`src/rtl/seq_mult8x8_if.sv`:
```
// seq_mult8x8_if: start/operand/result handshake bundle for the sequential multiplier.
interface seq_mult8x8_if;
  logic start;
  logic [7:0] a;
  logic [7:0] b;
  logic [15:0] p;
  logic busy;
  logic done;
  modport master (output start, a, b, input p, busy, done);
  modport slave (input start, a, b, output p, busy, done);
endinterface

```
`src/rtl/seq_mult8x8.sv`:
```
// seq_mult8x8: unsigned 8x8 shift-and-add multiplier, one iteration per cycle, 16-bit registered product.
module mux21x8 (
  input  logic [7:0] a,
  input  logic [7:0] b,
  input  logic       s,
  output logic [7:0] y
);
  assign y = s ? b : a;
endmodule

module seq_mult8x8 (
  input logic       clk,
  input logic       reset_b,
  seq_mult8x8_if.slave m
);
  localparam logic [1:0] IDLE = 2'd0;
  localparam logic [1:0] RUN  = 2'd1;
  localparam logic [1:0] DONE = 2'd2;
  logic [1:0] state;
  logic [7:0] mcand, acc, q, addend;
  logic [2:0] cnt;
  logic [8:0] sum;
  logic [15:0] p;
  mux21x8 u_mux (.a(8'h00), .b(mcand), .s(q[0]), .y(addend));
  // carry kept in sum[8] so it shifts into acc[7]
  assign sum = {1'b0, acc} + {1'b0, addend};
  assign m.p = p;
  assign m.busy = state != IDLE;
  assign m.done = state == DONE;
  always_ff @(posedge clk or negedge reset_b)
    if (!reset_b) begin
      state <= IDLE;
      mcand <= '0;
      acc <= '0;
      q <= '0;
      cnt <= '0;
      p <= '0;
    end else
      case (state)
        IDLE: if (m.start) begin
          mcand <= m.a;
          q <= m.b;
          acc <= '0;
          cnt <= '0;
          state <= RUN;
        end
        RUN: begin
          {acc, q} <= {sum, q[7:1]};
          cnt <= cnt + 3'd1;
          if (cnt == 3'd7) begin
            p <= {sum, q[7:1]};
            state <= DONE;
          end
        end
        default: state <= IDLE;
      endcase
endmodule
```
`src/flat_wrapper.sv`:
```
// flat-port wrapper written by rule: the top's interface ports become plain ports
module seq_mult8x8_flat 
  (clk, reset_b, m_start, m_a, m_b, m_p, m_busy, m_done);
  seq_mult8x8_if m_i ();
  input logic clk;
  input logic reset_b;
  input wire logic [$bits(m_i.start)-1:0] m_start;
  input wire logic [$bits(m_i.a)-1:0] m_a;
  input wire logic [$bits(m_i.b)-1:0] m_b;
  output wire logic [$bits(m_i.p)-1:0] m_p;
  output wire logic [$bits(m_i.busy)-1:0] m_busy;
  output wire logic [$bits(m_i.done)-1:0] m_done;
  assign m_i.start = m_start;
  assign m_i.a = m_a;
  assign m_i.b = m_b;
  assign m_p = m_i.p;
  assign m_busy = m_i.busy;
  assign m_done = m_i.done;
  seq_mult8x8 u_core (.clk(clk), .reset_b(reset_b), .m(m_i));
endmodule
```
`config.mk`:
```
export PLATFORM = sky130hd
export DESIGN_NAME = seq_mult8x8_flat
export DESIGN_NICKNAME = d
export VERILOG_FILES = /design/src/rtl/seq_mult8x8_if.sv /design/src/rtl/seq_mult8x8.sv /design/src/flat_wrapper.sv
export SDC_FILE = /design/constraint.sdc
export NUM_CORES = 1
export LEC_CHECK = 0
export ABC_AREA = 1
export ABC_CLOCK_PERIOD_IN_PS = 2570
export CAP_MARGIN = 20
export CELL_PAD_IN_SITES_DETAIL_PLACEMENT = 0
export CELL_PAD_IN_SITES_GLOBAL_PLACEMENT = 1
export CORE_MARGIN = 2
export CORE_UTILIZATION = 30
export DETAILED_ROUTE_END_ITERATION = 16
export PLACE_DENSITY_LB_ADDON = 0.1
export SLEW_MARGIN = 20
export SYNTH_ARGS = -nofsm -noshare
export SYNTH_HDL_FRONTEND = slang
export SYNTH_HIERARCHICAL = 1
export SYNTH_SLANG_ARGS = --single-unit
```
`constraint.sdc`:
```
create_clock -name clk -period 2.57 [get_ports clk]
set_input_delay 0.257 -clock clk [delete_from_list [all_inputs] [get_ports clk]]
set_output_delay 0.257 -clock clk [all_outputs]
set_load 0.05 [all_outputs]
```
==> flow_summary.toml, run 1 <==
[status]
status = "complete, no violations"

[cells_and_area]
final_util = 0.389
antenna_cells = 0
fin_nets = 349
final_area_mm2 = 0.00285
area_growth_pct = 24.4
drive_above_1_share = 0.0781

[critical_path]
crit_required_ns = 2.76
cp_max_fo = 10
rr_endpoint = "u_core/acc[7]"
r2r_cells = 12
critPathArrivalTime_ns = 2.12
end_kind = "flop"
r2r_start = "u_core/q[0]"
r2r_slack_ns = 0.64
path_class = "flop to flop"
worstSetupStartpointType = "flop"

[yosys]
ys_warn_count = 6
netlist_area_mm2 = 0.00229
synth.distinct_cells = 27
yosys_most_used_dff = "dfrtp_1"
ys_ff_latch = 45
yosysSeqAreaShare = 0.491
syn_area_per_cell_um2 = 8.31
synth_cells = 276
ys_async_sr_fraction = 1.00
synth-edff-count = 0

[clocking]
htreeDepth = 2
cts-root-buf = "clkbuf_8"
clk_pin_slew_ns = 0.08
cts_resized = 0
cts_setup_buffers = 0
cts_tree = "built"
hold_buffers = 0
cts_buffers = 5
clkSinkCount = 45
clock_latency_ns = 0.29
cts_buffer_depth = 2

[routing]
vias_per_cell = 4.26
vias = 1783
wirelength_mm = 4.86
drc = 0
dr.first_iter.drc_count = 66
ant_nets = 0
wire_per_inst_um = 11.6
drtPass1Iterations = 4

[sta]
worst_pin_slew_ns = 0.583
tns_ns = 0
skew_ns = 0.00291
slew_viol_final = 0
finalSetupViolations = 0
finalCriticalPeriod_ns = 1.93
max_slew_margin = 0.611
hold_viol_final = 0
fmax_mhz = 519
rsz0062_at_grt = "no"
period_share = 0.750

[die]
core_mm2 = 0.00733
start_util = 0.313
dieArea_mm2 = 0.00836
die_x_um = 91.4
rows = 31
pin_count = 37
die_h_um = 91.4

[flow_run]
cap_violations = 0

[grt]
grt_max_degree = 46
grt_pass1_wl_mm = 8.76
gr-total-overflow = 0
track_usage = 0.130
antenna_found_initial = 0
grt_pass1_vias = 1763

[pwr]
max-vdd-ir-drop_mv = 0.336
p_sw_mw = 2.03
swShare = 0.476
p_seq_frac = 0.295
clockPowerShare = 0.131
internal_power_mw = 2.23
leakagePower_nw = 1.47
power_density_mw_per_mm2 = 1490
combPwrFrac = 0.574

[worst_hold_path]
min_path_type = "input port to async pin"

[place]
dpl-instance-area_mm2 = 0.00274
gp_congestion = 0.794
dp_hpwl_mm = 3.52
portBuffers = 36
-- metrics by stage --
step                setup WS [ns]  std cells  hold slack, ns  power (mW)
finish                      0.643        419          0.0410        4.25
global placement            0.654        411           0.394        3.74
detailed placement          0.618        411           0.390        3.74
global route                0.450        419          0.0992        4.70
CTS                         0.612        419          0.0656        4.32
floorplan                   0.796        283         -0.0386        3.15
-- cells by family after synthesis --
family,synth area share
flip-flops,0.491
adder cells (fa/ha/maj),0.0633
other,0.00164
XOR/XNOR,0.00382
buffers and inverters,0.0731
AO/OA/AOI/OAI,0.0873
AND/OR/NAND/NOR,0.280
-- power by group through the flow --
stage | Sequential (mW) | Combinational, mW | Clock (mW)
final | 1.25 | 2.44 | 0.557
after floorplan | 1.64 | 1.51 | 0
after global routing | 1.31 | 2.78 | 0.615
after global placement | 1.27 | 2.48 | 0
after detailed placement | 1.27 | 2.47 | 0
after CTS | 1.26 | 2.48 | 0.582
-- how the worst max path moves through the flow --
| stage | to | from | slack, ns |
|---|---|---|---|
| final | u_core/acc[7] | u_core/q[0] | 0.64 |
| after global routing | u_core/m.p[15] | u_core/q[0] | 0.45 |
| after CTS | u_core/acc[7] | u_core/q[0] | 0.61 |
| after detailed placement | u_core/acc[7] | u_core/q[0] | 0.62 |
| after global placement | u_core/acc[7] | u_core/q[0] | 0.65 |
| after floorplan | u_core/m.p[15] | u_core/q[0] | 0.80 |
-- sequential cells by signal, summed over array words and instances (netlist names) --
register      count
u_core/state      2
u_core/acc        8
u_core/q          8
u_core/m.p       16
u_core/mcand      8
u_core/cnt        3
-- cells in the mapped netlist, types with 2 or more instances --
cell      instances  area (µm²)
a211oi_1          5        37.5
a21oi_1           4        20.0
a22o_1            2        17.5
buf_2             2        10.0
buf_4             2        15.0
buf_6             4        45.0
dfrtp_1          45        1130
ha_1             10         125
inv_1            21        78.8
inv_2             5        18.8
nand2_1         116         435
nand2_2           2        12.5
nand3_1          16        80.1
nand3b_1          2        15.0
nor2_1           10        37.5
nor3_1            5        25.0
o211ai_1          2        15.0
o21ai_0           6        30.0
o21ai_1           4        20.0
o21ai_2           6        52.6
-- placed cells by master (no fill, tap or decap), drive strengths merged, types with 5 or more instances in the layout --
master         instances
nor3                   5
inv                   26
conb                   8
clkbuf                 7
a211oi                 5
ha                    10
nor2                  11
clkdlybuf4s50         35
nand3                 17
nand2                118
o21ai                 16
dfrtp                 45
-- layout make-up --
cell class / count / area [µm²]
clock buffers: 7 / 86.3
clock inverters: 1 / 30.0
fillers: 757 / 4480
inverters: 26 / 97.6
multi-input cells: 204 / 1030
flip-flops and latches: 45 / 1130
well taps: 99 / 124
repair buffers: 37 / 363
-- layer usage --
layer,share of wire,global-route usage
met1,0.53,0.192
met2,0.41,0.189
met3,0.040,0.0315
met4,0.013,0.0341
met5,0,0
-- worst max-delay path, cell delays in order (launching register included) --
cell,delay (ns)
dfrtp_1,0.49
nand2_1,0.11
nand2_1,0.06
ha_1,0.20
fa_1,0.41
nand2_1,0.08
nand2_1,0.08
nand3_1,0.09
nand2_1,0.07
nand2_1,0.06
nand2_1,0.06
nand2_1,0.06
nand2_1,0.05
No activity file was read; power rests on OpenSTA's default activity.
==> run 2: changes to the inputs <==
--- a/config.mk
+++ b/config.mk
@@ -6,7 +6,7 @@
 export NUM_CORES = 1
 export LEC_CHECK = 0
 export ABC_AREA = 1
-export ABC_CLOCK_PERIOD_IN_PS = 2570
+export ABC_CLOCK_PERIOD_IN_PS = 2000
 export CAP_MARGIN = 20
 export CELL_PAD_IN_SITES_DETAIL_PLACEMENT = 0
 export CELL_PAD_IN_SITES_GLOBAL_PLACEMENT = 1
==> constraint.sdc (replaced) <==
create_clock -name clk -period 2 [get_ports clk]
set_input_delay 0.2 -clock clk [delete_from_list [all_inputs] [get_ports clk]]
set_output_delay 0.2 -clock clk [all_outputs]
set_load 0.05 [all_outputs]
==> run 2 against run 1 <==
The run now ends with hold timing left; combinational power increased by 32%; utilization fell by 0.17 points; global-route usage down 0.20 points; cell area fell by 0.44%; power rose by 26%; final cell count increased by 0.48%; non-clock buffer count increased by 2; register-to-register slack got worse by 0.43 ns; wire length increased by 1.1%; largest cell class unchanged; highest routed layer unchanged.
==> flow_summary.toml, run 2 (synthesis results as in run 1) <==
[critical_path]
endpoint = "m_done"
r2r_cells = 9
r2r_start = "u_core/q[0]"
startpoint = "u_core/state[0]"
path_class = "flop to output port"
crit_required_ns = 1.80
critPathArrivalTime_ns = 1.62
cp_max_fo = 3
worstSetupStartpointType = "flop"
rr_endpoint = "u_core/acc[6]"
r2r_slack_ns = 0.21
end_kind = "output port"

[die]
start_util = 0.313
core_mm2 = 0.00733
pin_count = 37
rows = 31
dieArea_mm2 = 0.00836
die_x_um = 91.4
die_h_um = 91.4

[grt]
grt_max_degree = 46
track_usage = 0.128
antenna_found_initial = 0
grt_pass1_vias = 1715
gr-total-overflow = 0
grt_pass1_wl_mm = 8.58

[clocking]
cts_buffers = 5
clkSinkCount = 45
clk_pin_slew_ns = 0.09
clock_latency_ns = 0.30
cts_tree = "built"
cts-root-buf = "clkbuf_8"
hold_buffers = 0
htreeDepth = 2
cts_buffer_depth = 2

[pwr]
fin_total_pwr_mw = 5.36
max-vdd-ir-drop_mv = 0.474
leakagePower_nw = 1.46
power_density_mw_per_mm2 = 1890

[sta]
fmax_mhz = 551
finalSetupViolations = 0
tns_ns = 0
skew_ns = 0.00674
period_share = 0.908
hold_viol_final = 24
max_slew_margin = 0.607
worst_hold_slack_ns = -0.0135
slew_viol_final = 0
worst_pin_slew_ns = 0.589
rsz0062_at_grt = "no"
finalCriticalPeriod_ns = 1.82

[cells_and_area]
largest_reg_flops = 16
top_register = "u_core/m.p"
drive_above_1_share = 0.0901
fin_nets = 351
area_growth_pct = 23.8
final_cell_mix = "116 x nand2_1, 45 x dfrtp_1, 35 x clkdlybuf4s50_1, 21 x inv_1, 16 x nand3_1"
final_common_cell = "nand2_1"
nFillCells = 762
stdcell_count = 421
final_util = 0.387
antenna_cells = 0

[worst_hold_path]
min_path_type = "input port to async pin"

[routing]
wirelength_mm = 4.91
vias_per_cell = 4.31
drc = 0
wire_per_inst_um = 11.7
ant_nets = 0
dr.first_iter.drc_count = 106
vias = 1813
drtPass1Iterations = 4

[place]
gp_congestion = 0.744
dp_hpwl_mm = 3.47
portBuffers = 36
dp.cells = 413

[status]
violations = "hold timing"
status = "finished, violations left"

[flow_run]
cap_violations = 0
==> run 2: worst max-delay path: stages, from the launching register on <==
cell and delay, ns:
dfrtp_1 0.41, nor2_1 0.11, clkdlybuf4s50_1 0.80
==> run 2: worst min-delay path by stage <==
stage	from	end	cells past startpoint
2_1_floorplan	reset_b	u_core/acc[0]	0
5_1_grt	reset_b	u_core/m.p[0]	2
4_1_cts	reset_b	u_core/m.p[2]	2
3_5_place_dp	reset_b	u_core/m.p[2]	2
6_report	reset_b	u_core/m.p[2]	2
3_3_place_gp	reset_b	u_core/m.p[0]	2
==> run 2: per-stage QoR <==
stage,worst slack (ns),cell area [µm²],hold slack (ns)
floorplan,0.226,2320,-0.0956
CTS,0.157,2840,0.0150
global route,0.0576,2840,0.0442
global placement,0.197,2750,0.334
finish,0.185,2840,-0.0135
detailed placement,0.169,2750,0.346
==> run 2: final cells by class <==
class | instances | area [µm²] | share of cell area
clock inverter | 3 | 17.5 | 0.00617
sequential | 45 | 1130 | 0.396
inverter | 26 | 97.6 | 0.0344
tap | 99 | 124 | 0.0436
multi-input combinational | 204 | 1030 | 0.362
timing repair buffer | 39 | 378 | 0.133
clock buffer | 5 | 68.8 | 0.0242
==> run 2: timing repair <==
item / 4_1_cts / 5_1_grt
endpoints found under the hold margin: 0 / 0
gates resized for setup: 0 / 1
endpoints found under the setup margin: 0 / 1
setup buffers: 0 / 0
==> run 2: power by group <==
| part | total [mW] | internal (mW) | switching, mW |
|---|---|---|---|
| combinational | 3.21 | 1.12 | 2.09 |
| sequential | 1.59 | 1.36 | 0.229 |
| clock | 0.563 | 0.242 | 0.321 |
==> run 2: metal layers <==
metal  routed length (µm)  global-route usage  share of wire  vias to the layer above
li1                     -                   -              -                      965
met1                 2630               0.183           0.54                      811
met2                 2060               0.197           0.42                       33
met3                  165              0.0282          0.034                        4
met4                   50              0.0303          0.010                        0
met5                    0                   0              0                        -
